$ cat config.mk
export PLATFORM = sky130hd
export DESIGN_NAME = serial_alu_ctrl_flat
export DESIGN_NICKNAME = d
export VERILOG_FILES = /design/src/rtl/serial_alu_pkg.sv /design/src/rtl/serial_alu_ctrl_if.sv /design/src/rtl/serial_shreg.sv /design/src/rtl/serial_alu_ctrl.sv /design/src/flat_wrapper.sv
export SDC_FILE = /design/constraint.sdc
export NUM_CORES = 1
export LEC_CHECK = 0
export CORE_ASPECT_RATIO = 0.75
export CORE_MARGIN = 2
export CORE_UTILIZATION = 35
export CTS_CLUSTER_DIAMETER = 150
export CTS_CLUSTER_SIZE = 24
export DETAILED_ROUTE_END_ITERATION = 8
export GPL_TIMING_DRIVEN = 0
export HOLD_SLACK_MARGIN = 0.12
export PLACE_DENSITY = 0.55
export SYNTH_ARGS = -nofsm -noshare
export SYNTH_HDL_FRONTEND = slang
export SYNTH_SLANG_ARGS = --single-unit
$ cat constraint.sdc
create_clock -name clk -period 1.9 [get_ports clk]
set_input_delay 0.38 -clock clk [delete_from_list [all_inputs] [get_ports clk]]
set_output_delay 0.38 -clock clk [all_outputs]
set_load 0.1 [all_outputs]
$ cat src/rtl/serial_alu_pkg.sv
// Shared types, opcode constants and op decode helpers for the bit-serial ALU sequencer.
package serial_alu_pkg;

  typedef enum logic [1:0] {IDLE, RUN, DONE} state_t;

  localparam logic MODE_ARITH = 1'b0;
  localparam logic MODE_LOGIC = 1'b1;

  localparam logic [2:0] OP_ADD  = 3'b000;
  localparam logic [2:0] OP_SUB  = 3'b001;
  localparam logic [2:0] OP_INC  = 3'b010;
  localparam logic [2:0] OP_SUBB = 3'b011;
  localparam logic [2:0] OP_PASS = 3'b100;
  localparam logic [2:0] OP_DEC  = 3'b101;
  localparam logic [2:0] OP_ADC  = 3'b110;
  localparam logic [2:0] OP_BAD  = 3'b111;

  localparam logic [2:0] OP_AND  = 3'b000;
  localparam logic [2:0] OP_OR   = 3'b001;
  localparam logic [2:0] OP_XOR  = 3'b010;
  localparam logic [2:0] OP_NOT  = 3'b011;

  function automatic logic cin0(input logic [2:0] op_code, input logic stored_carry);
    logic c;
    c = 1'b0;
    case (op_code)
      OP_SUB, OP_INC: c = 1'b1;
      OP_ADC:         c = stored_carry;
      default:        c = 1'b0;
    endcase
    return c;
  endfunction

  function automatic logic op_valid(input logic op_mode, input logic [2:0] op_code);
    return (op_mode == MODE_LOGIC) ? (op_code <= OP_NOT) : (op_code != OP_BAD);
  endfunction

endpackage

$ cat src/rtl/serial_alu_ctrl_if.sv
// Requester-side bundle of the serial ALU sequencer: request, operands, completion and flags.
interface serial_alu_ctrl_if #(parameter int WIDTH = 128);
  logic             start;
  logic             op_mode;
  logic [2:0]       op_code;
  logic [WIDTH-1:0] a_in;
  logic [WIDTH-1:0] b_in;
  logic             abort;
  logic             ready;
  logic             done;
  logic [WIDTH-1:0] result;
  logic             carry_out;
  logic             zero_out;
  logic             err;

  modport master (
    output start, op_mode, op_code, a_in, b_in, abort,
    input  ready, done, result, carry_out, zero_out, err
  );

  modport slave (
    input  start, op_mode, op_code, a_in, b_in, abort,
    output ready, done, result, carry_out, zero_out, err
  );
endinterface

$ cat src/rtl/serial_shreg.sv
// WIDTH-bit right-shift register, parallel load has priority over shift; serial input enters at the MSB.
module serial_shreg #(
  parameter int WIDTH = 128
) (
  input  logic             clk,
  input  logic             rst_n,
  input  logic             load,
  input  logic [WIDTH-1:0] load_dat,
  input  logic             shift,
  input  logic             sin,
  output logic [WIDTH-1:0] q
);

  always_ff @(posedge clk or negedge rst_n) begin
    if (!rst_n) begin
      q <= '0;
    end else if (load) begin
      q <= load_dat;
    end else if (shift) begin
      q <= {sin, q[WIDTH-1:1]};
    end
  end

endmodule

$ cat src/rtl/serial_alu_ctrl.sv
// Walks a WIDTH-bit op LSB-first through one external 1-bit ALU slice; done WIDTH+1 cycles after start
// (1 for an invalid op). One op in flight: start is only taken while ready, abort cancels a running op.
module serial_alu_ctrl
  import serial_alu_pkg::*;
#(
  parameter int WIDTH = 128
) (
  input  logic             clk,
  input  logic             rst_n,
  serial_alu_ctrl_if.slave req,
  output logic             slice_a,
  output logic             slice_b,
  output logic             slice_mode,
  output logic             slice_cin,
  output logic [2:0]       slice_op,
  input  logic             slice_out,
  input  logic             slice_cout
);

  localparam int CW = (WIDTH > 2) ? $clog2(WIDTH) : 1;
  localparam logic [CW-1:0] LAST = CW'(WIDTH - 1);

  state_t           state_q, state_d;
  logic             accept, step, finish, op_ok;
  logic [CW-1:0]    cnt_q;
  logic             carry_q, stored_q, mode_q;
  logic [2:0]       op_q;
  logic [WIDTH-1:0] a_q, b_q, acc_q, acc_next;
  logic [WIDTH-1:0] result_q;
  logic             carry_out_q, zero_q, err_q;
  logic             run;
  logic             unused_bits;

  assign op_ok    = op_valid(req.op_mode, req.op_code);
  assign acc_next = {slice_out, acc_q[WIDTH-1:1]};
  assign run      = (state_q == RUN);

  always_ff @(posedge clk or negedge rst_n) begin
    if (!rst_n) state_q <= IDLE;
    else        state_q <= state_d;
  end

  always_comb begin
    state_d = state_q;
    accept  = 1'b0;
    step    = 1'b0;
    finish  = 1'b0;
    case (state_q)
      IDLE: begin
        if (req.start) begin
          accept  = 1'b1;
          state_d = op_ok ? RUN : DONE;
        end
      end
      RUN: begin
        // abort outranks the final-bit capture
        if (req.abort) begin
          state_d = IDLE;
        end else begin
          step = 1'b1;
          if (cnt_q == LAST) begin
            finish  = 1'b1;
            state_d = DONE;
          end
        end
      end
      DONE:    state_d = IDLE;
      default: state_d = IDLE;
    endcase
  end

  always_ff @(posedge clk or negedge rst_n) begin
    if (!rst_n) begin
      cnt_q       <= '0;
      carry_q     <= 1'b0;
      stored_q    <= 1'b0;
      mode_q      <= 1'b0;
      op_q        <= 3'b000;
      result_q    <= '0;
      carry_out_q <= 1'b0;
      zero_q      <= 1'b0;
      err_q       <= 1'b0;
    end else begin
      if (accept) begin
        cnt_q   <= '0;
        carry_q <= cin0(req.op_code, stored_q);
        mode_q  <= req.op_mode;
        op_q    <= req.op_code;
        if (!op_ok) err_q <= 1'b1;
      end
      if (step) begin
        cnt_q   <= finish ? '0 : cnt_q + 1'b1;
        carry_q <= slice_cout;
      end
      if (finish) begin
        result_q    <= acc_next;
        carry_out_q <= (mode_q == MODE_ARITH) ? slice_cout : 1'b0;
        zero_q      <= (acc_next == '0);
        err_q       <= 1'b0;
        if (mode_q == MODE_ARITH) stored_q <= slice_cout;
      end
    end
  end

  serial_shreg #(.WIDTH(WIDTH)) u_a_shreg (
    .clk(clk), .rst_n(rst_n), .load(accept), .load_dat(req.a_in),
    .shift(step), .sin(1'b0), .q(a_q)
  );

  serial_shreg #(.WIDTH(WIDTH)) u_b_shreg (
    .clk(clk), .rst_n(rst_n), .load(accept), .load_dat(req.b_in),
    .shift(step), .sin(1'b0), .q(b_q)
  );

  // Accumulates slice outputs; only copied to result on the final bit so result stays stable while running.
  serial_shreg #(.WIDTH(WIDTH)) u_res_shreg (
    .clk(clk), .rst_n(rst_n), .load(accept), .load_dat('0),
    .shift(step), .sin(slice_out), .q(acc_q)
  );

  assign unused_bits = ^{a_q[WIDTH-1:1], b_q[WIDTH-1:1]};

  assign slice_a    = run & a_q[0];
  assign slice_b    = run & b_q[0];
  assign slice_mode = run & mode_q;
  assign slice_cin  = run & (mode_q == MODE_ARITH) & carry_q;
  assign slice_op   = run ? op_q : 3'b000;

  assign req.ready     = (state_q == IDLE);
  assign req.done      = (state_q == DONE);
  assign req.result    = result_q;
  assign req.carry_out = carry_out_q;
  assign req.zero_out  = zero_q;
  assign req.err       = err_q;

endmodule

$ cat src/flat_wrapper.sv
// flat-port wrapper written by rule: the top's interface ports become plain ports
module serial_alu_ctrl_flat import serial_alu_pkg::*;
#(
  parameter int WIDTH = 128
)
  (clk, rst_n, slice_a, slice_b, slice_mode, slice_cin, slice_op, slice_out, slice_cout, req_start, req_op_mode, req_op_code, req_a_in, req_b_in, req_abort, req_ready, req_done, req_result, req_carry_out, req_zero_out, req_err);
  serial_alu_ctrl_if #(.WIDTH(WIDTH)) req_i ();
  input  logic clk;
  input  logic rst_n;
  output logic slice_a;
  output logic slice_b;
  output logic slice_mode;
  output logic slice_cin;
  output logic [2:0] slice_op;
  input  logic slice_out;
  input  logic slice_cout;
  input wire logic [$bits(req_i.start)-1:0] req_start;
  input wire logic [$bits(req_i.op_mode)-1:0] req_op_mode;
  input wire logic [$bits(req_i.op_code)-1:0] req_op_code;
  input wire logic [$bits(req_i.a_in)-1:0] req_a_in;
  input wire logic [$bits(req_i.b_in)-1:0] req_b_in;
  input wire logic [$bits(req_i.abort)-1:0] req_abort;
  output wire logic [$bits(req_i.ready)-1:0] req_ready;
  output wire logic [$bits(req_i.done)-1:0] req_done;
  output wire logic [$bits(req_i.result)-1:0] req_result;
  output wire logic [$bits(req_i.carry_out)-1:0] req_carry_out;
  output wire logic [$bits(req_i.zero_out)-1:0] req_zero_out;
  output wire logic [$bits(req_i.err)-1:0] req_err;
  assign req_i.start = req_start;
  assign req_i.op_mode = req_op_mode;
  assign req_i.op_code = req_op_code;
  assign req_i.a_in = req_a_in;
  assign req_i.b_in = req_b_in;
  assign req_i.abort = req_abort;
  assign req_ready = req_i.ready;
  assign req_done = req_i.done;
  assign req_result = req_i.result;
  assign req_carry_out = req_i.carry_out;
  assign req_zero_out = req_i.zero_out;
  assign req_err = req_i.err;
  serial_alu_ctrl #(.WIDTH(WIDTH)) u_core (.clk(clk), .rst_n(rst_n), .req(req_i), .slice_a(slice_a), .slice_b(slice_b), .slice_mode(slice_mode), .slice_cin(slice_cin), .slice_op(slice_op), .slice_out(slice_out), .slice_cout(slice_cout));
endmodule
==> impl_metrics.yaml, run 1 <==
logic_synthesis:
  synth_cell_types: 34
  syn-num-nets: 2617
  ys_seq_elements: 529
  synth_edf_count: 0
  synth_area_um2: 22410
  yosysSeqAreaShare_pct: 59.08
  yosysWarnings: 0
  synth-async-reset-ratio_pct: 100.0
  yosys_most_used_dff: "dfrtp_1"
  avgSynthCellArea_um2: 9.535
  synth_cells: 2350
clocking:
  clock_path_buffers: 3
  cts_made_buffers: 26
  clockRootBuffer: "clkbuf_16"
  cts_max_level: 1
  path_clk_slew_ns: 0.10
  cts_sinks: 529
  cts_tree: "built"
  clk_latency_ns: 0.59
grt:
  antenna_found_initial: 24
  grt_pass1_wl_mm: 102.1
  grt_overflow: 0
  grt_use_total_pct: 19.40
  grt_pass1_vias: 18240
  grt_max_degree: 121
power_and_ir_drop:
  combPwrFrac_pct: 22.5
  clock_power_share_pct: 23.4
  leakage_nw: 13.47
  seq_power_share_pct: 54.1
  swShare_pct: 31.28
  powerDensity_nw_per_um2: 939.4
  peakVddDrop_mv: 0.9039
  intPower_w: 0.01837
  p_switching_w: 0.008363
timing:
  worst_slack_ns: -0.2348
  setup_viol: 83
  fin_skew_ns: 0.02903
  slew_headroom_pct: 55.17
  fin_hold_ws_ns: -0.2218
  tightest_slew_ns: 0.6724
  hold_viol: 80
  rsz0062_at_grt: "true"
  fin_crit_sh_pct: 112.4
  period_needed_ns: 2.135
  finalMaxSlewViolations: 0
  timing.fmax_mhz: 468.4
critical_path:
  crit_family: "flip-flops"
  startpoint_type: "flop"
  worstPathCellList: "nor2b_4 -> buf_12 -> and3b_2 -> buf_12"
  required_ns: 1.52
  slowest_stage: "dfrtp_2"
  endpoint_kind: "output port"
  critical_path_class: "flop to output port"
  crit_fanout: 6
  critPathArrivalTime_ns: 1.75
  crit_path_start: "u_core.state_q[1]"
  crit_buf_inv: 2
  critPathMaxStageDelay_ns: 0.49
  crit_top_cell: "buf_12"
  rr_startpoint: "u_core.state_q[1]"
layout:
  fin_nets: 3069
  drive_above_1_share_pct: 16.84
  syn_to_final_growth_pct: 26.99
  design_area_um2: 28450
floorplan:
  rows: 80
  die_area_um2: 66080
  die_w_um: 296.2
  start_util_pct: 35.31
  num_io_pins: 406
  core_area_um2: 63460
  die_h_um: 223.1
hold_path:
  hp-class: "input pin to async pin"
placement:
  dp.final_hpwl_mm: 47.01
  place_area_um2: 27670
  port_buffers: 405
  pre_cts_ws_ns: -1.166
  gp_congestion: 0.8305
drt:
  firstDrtPassIters: 7
  wl_per_cell_um: 17.92
  antenna_left: 0
  drt_iter0_drc: 1196
  vias_per_cell: 5.040
  vias: 18520
  route.detailed.drc: 0
  drt_wl_total_mm: 65.85
flow_run:
  drv_cap: 0
run_status:
  status: "finished, violations left"
  violations: "negative hold slack, negative setup slack"
-- metrics by stage --
stage / power (W) / hold slack (ns) / util, % / instances / setup TNS (ns)
CTS: 0.02696 / -0.2252 / 44.65 / 3662 / -4.124
global route: 0.02836 / -0.1908 / 44.83 / 3671 / -39.00
detailed placement: 0.02042 / 0.4318 / 43.59 / 3620 / -380.19
finish: 0.02673 / -0.2218 / 44.84 / 3674 / -6.011
global placement: 0.02020 / 0.4579 / 43.41 / 3616 / -
floorplan: 0.01814 / 0.08441 / - / 2350 / -0.005989
-- layer usage --
layer  wire length (µm)  part of all wire, %  track usage, %  vias up
li1                   -                    -               -     8773
met2              29500                   45           29.56      455
met3               4204                  6.4           4.373       83
met1              30700                   47           28.13     9179
met4               1276                  1.9           4.334       26
met5                165                 0.25               0        -
-- cell type report --
class                   count  area (µm²)
fillers                  6099       35010
flip-flops and latches    529       13240
multi-input cells        1644        8478
repair buffers            427        3920
well taps                 861        1077
plain buffers             171       993.5
clock buffers              28       679.4
clock inverters             1       30.03
diodes                     10       25.02
inverters                   3       11.26
-- cells by family after synthesis --
| group | count (synthesis) | share of synthesized area [%] |
|---|---|---|
| flip-flops | 529 | 59.08 |
| AND/OR/NAND/NOR | 1107 | 19.34 |
| AO/OA/AOI/OAI | 407 | 10.64 |
| buffers and inverters | 177 | 3.568 |
| multiplexers | 129 | 7.321 |
| adder cells (fa/ha/maj) | 1 | 0.05583 |
-- path summary, 6_finish.rpt --
kind	to	slack, ns	cells after the start
min reg2reg	u_core.op_q[2]	0.48	2
max in group asynchronous	u_core.u_a_shreg.q[64]	0.50	3
max	slice_cin	-0.23	4
min in group clk	u_core.u_b_shreg.q[5]	0.36	3
min	u_core.u_res_shreg.q[93]	-0.22	1
max reg2reg	u_core.req.result[95]	-0.13	6
-- timing repair --
item                                   4_1_cts  5_1_grt
resized for setup                          836       51
gates cloned                                 4        0
endpoints found under the hold margin       80       80
pin swaps                                    2        2
buffers inserted                            11        3
setup endpoints to repair                  669      504
-- cells in the final DEF, fill, tap and decap left out, types with 15 or more instances in the layout --
cell,count
nand2_1,782
dfrtp_1,527
clkdlybuf4s50_1,264
nor2_1,259
a31oi_1,256
buf_2,185
a21oi_1,134
mux2_2,74
clkbuf_2,56
mux2_4,50
clkbuf_1,32
clkbuf_16,27
nor4_1,26
buf_12,22
buf_4,15
-- cells in the mapped netlist, types with 2 or more instances --
cell type / number / area, µm²
nand2_1: 783 / 2939
dfrtp_1: 529 / 13240
nor2_1: 260 / 975.9
a31oi_1: 256 / 1602
a21oi_1: 134 / 670.6
clkbuf_1: 87 / 326.6
mux2_2: 74 / 833.3
buf_2: 66 / 330.3
mux2_4: 50 / 750.7
nor4_1: 32 / 200.2
buf_1: 14 / 52.55
nand4_1: 8 / 50.05
o21ai_0: 8 / 40.04
and2_1: 7 / 43.79
buf_6: 7 / 78.83
a22o_1: 5 / 43.79
mux2_1: 5 / 56.30
inv_1: 3 / 11.26
nor2b_1: 3 / 18.77
nand3_1: 2 / 10.01
nor3_1: 2 / 10.01
nor3b_1: 2 / 15.01
or4_1: 2 / 15.01
-- sequential cells by signal (all words and copies together), names as in the netlist, 2 cells and up --
| name | count |
|---|---|
| u_core.req.result | 128 |
| u_core.u_a_shreg.q | 128 |
| u_core.u_b_shreg.q | 128 |
| u_core.u_res_shreg.q | 127 |
| u_core.cnt_q | 7 |
| u_core.op_q | 3 |
| u_core.state_q | 2 |
-- power by group through the flow --
stage | clock network [W] | logic [W] | registers [W]
after global routing | 0.00687 | 0.00680 | 0.0147
after detailed placement | 0 | 0.00577 | 0.0146
after CTS | 0.00651 | 0.00601 | 0.0144
final | 0.00625 | 0.00602 | 0.0145
after floorplan | 0 | 0.00380 | 0.0143
after global placement | 0 | 0.00556 | 0.0146
Power figures use the tool's default switching activity.
==> run 2: changes to the inputs <==
==> constraint.sdc (replaced) <==
create_clock -name clk -period 1.9 [get_ports clk]
set_input_delay 0.285 -clock clk [delete_from_list [all_inputs] [get_ports clk]]
set_output_delay 0.285 -clock clk [all_outputs]
set_load 0.1 [all_outputs]
==> run 2 against run 1 <==
The flow still finishes with violations (negative hold slack, negative setup slack). Critical path depth up 4. Cell count increased by 1.7%. Critical endpoint is now u_core.stored_q. Total power is 5.5% higher. Clock skew increased by 0.0028 ns. Worst setup slack improved by 0.061 ns. Wire length rose by 5.9%. Non-clock buffer count up 65. Highest routed layer unchanged. Largest cell class unchanged. Design area up 12%. Via count up 2.4%. First-iteration DRC count shrank 5.1%.
==> impl_metrics.yaml, run 2 (synthesis results as in run 1) <==
timing:
  fin_crit_sh_pct: 109.1
  finalSetupTns_ns: -13.86
  hold_viol: 80
  timing.fmax_mhz: 482.3
  rsz0062_at_grt: "true"
  tightest_slew_ns: 0.6697
  fin_skew_ns: 0.03179
  slew_headroom_pct: 55.36
  setup_viol: 330
  worst_slack_ns: -0.1735
  period_needed_ns: 2.073
  fin_hold_ws_ns: -0.3083
  finalMaxSlewViolations: 0
drt:
  drt_iter0_drc: 1135
  route.detailed.drc: 0
  drt_wl_total_mm: 69.74
  firstDrtPassIters: 5
  vias: 18970
  wl_per_cell_um: 18.66
  antenna_left: 0
  vias_per_cell: 5.074
power_and_ir_drop:
  leakage_nw: 14.67
  powerDensity_nw_per_um2: 881.1
  power_w: 0.02819
  peakVddDrop_mv: 0.9161
clocking:
  clk_latency_ns: 0.60
  clockRootBuffer: "clkbuf_16"
  cts_made_buffers: 26
  cts_sinks: 529
  path_clk_slew_ns: 0.11
  cts_tree: "built"
  clock_path_buffers: 3
  cts_max_level: 1
critical_path:
  slowest_stage: "dfrtp_2"
  r2r_slack_ns: -0.17
  cp-endpoint: "u_core.stored_q"
  crit_path_start: "u_core.state_q[1]"
  crit_fanout: 5
  critPathArrivalTime_ns: 2.55
  crit_cells: 8
  required_ns: 2.38
  endpoint_kind: "flop"
  critPathMaxStageDelay_ns: 0.48
  worstPathCellList: "buf_12 -> nor3b_4 -> buf_4 -> nand4_4 -> buf_12 -> buf_12 -> nor2_4 -> mux2_4"
  r2r.worst_path.cells: 8
  crit_top_cell: "buf_12"
  crit_family: "buffers and inverters"
  rr_startpoint: "u_core.state_q[1]"
  crit_buf_inv: 4
  startpoint_type: "flop"
  critical_path_class: "flop to flop"
  rr_endpoint: "u_core.stored_q"
grt:
  grt_max_degree: 121
  grt_use_total_pct: 19.40
  grt_overflow: 0
  grt_pass1_wl_mm: 102.0
  grt_pass1_vias: 18230
  antenna_found_initial: 22
run_status:
  status: "finished, violations left"
  violations: "negative hold slack, negative setup slack"
floorplan:
  rows: 80
  num_io_pins: 406
  die_w_um: 296.2
  core_area_um2: 63460
  die_h_um: 223.1
  die_area_um2: 66080
  start_util_pct: 35.31
layout:
  syn_to_final_growth_pct: 42.79
  fin_nets: 3134
  finalNonFillerCells: 3738
  drive_above_1_share_pct: 26.64
  fillers: 5774
  final_common_cell: "nand2_1"
  layout_common_cells: "nand2_1 (670), dfrtp_1 (525), clkdlybuf4s50_1 (264)"
placement:
  gp_congestion: 0.8305
  port_buffers: 405
  placed_cells: 3620
  dp.final_hpwl_mm: 47.01
flow_run:
  drv_cap: 0
hold_path:
  hp-class: "input pin to async pin"
-- run 2: cell count changes in the layout (fill, tap and decap cells not counted), moves of 35 or more --
cell	delta
buf_2	-157
a21oi_1	-59
nand2_1	-112
a21oi_2	+59
clkbuf_16	+35
nand2_4	+49
nand2_2	+63
clkdlybuf4s15_2	+121
-- run 2: worst min-delay path by stage --
| stage | from | to | slack [ns] | depth (start not counted) |
|---|---|---|---|---|
| after global placement | u_core.op_q[0] | u_core.op_q[0] | 0.46 | 2 |
| final | rst_n | u_core.req.result[103] | -0.31 | 1 |
| after global routing | rst_n | u_core.req.result[95] | -0.28 | 1 |
| after floorplan | rst_n | u_core.carry_q | -0.01 | 0 |
| after detailed placement | rst_n | u_core.u_res_shreg.q[94] | 0.34 | 1 |
| after CTS | rst_n | u_core.req.result[77] | -0.32 | 1 |
-- run 2: layout make-up --
| cell class | instances | area, µm² | share of cell area, % |
|---|---|---|---|
| Inverter | 3 | 11.26 | 0.03520 |
| Buffer | 168 | 1533 | 4.791 |
| Clock inverter | 1 | 30.03 | 0.09386 |
| Sequential cell | 529 | 13240 | 41.39 |
| Antenna cell | 9 | 22.52 | 0.07039 |
| Timing Repair Buffer | 495 | 5968 | 18.65 |
| Tap cell | 861 | 1077 | 3.367 |
| Clock buffer | 28 | 679.4 | 2.124 |
| Multi-Input combinational cell | 1644 | 9430 | 29.47 |
-- run 2: what timing repair did --
item	in CTS	in global routing
endpoints found under the setup margin	669	507
resized for setup	613	587
setup buffers	15	34
pin swaps	13	198
hold endpoints to repair	80	80
gates cloned	2	37
-- run 2: routing by layer --
layer,vias up,part of all wire (%),GRT usage (%)
met1,9466,46,27.90
met3,90,6.0,4.463
li1,8927,-,-
met4,26,2.0,4.317
met2,459,46,29.78
met5,-,0.23,0
-- run 2: per-stage QoR --
step                      hold slack [ns]  setup WS [ns]  instance area, µm²  utilization [%]
after global routing              -0.2845        -0.2337               31990            50.40
final                             -0.3083        -0.1735               31990            50.42
after CTS                         -0.3202        -0.2331               29200            46.01
after detailed placement           0.3368         -1.071               27670            43.59
after floorplan                  -0.01059        0.05587               22420                -
after global placement             0.4579         -23.11               27550            43.41
-- run 2: power breakdown --
| group | leakage (nW) | switching (W) | total [W] | internal (W) |
|---|---|---|---|---|
| Clock | 0.345 | 0.00368 | 0.00625 | 0.00257 |
| Combinational | 7.64 | 0.00396 | 0.00729 | 0.00333 |
| Sequential | 6.68 | 0.00133 | 0.0146 | 0.0133 |
| Total | 14.7 | 0.00897 | 0.0282 | 0.0192 |
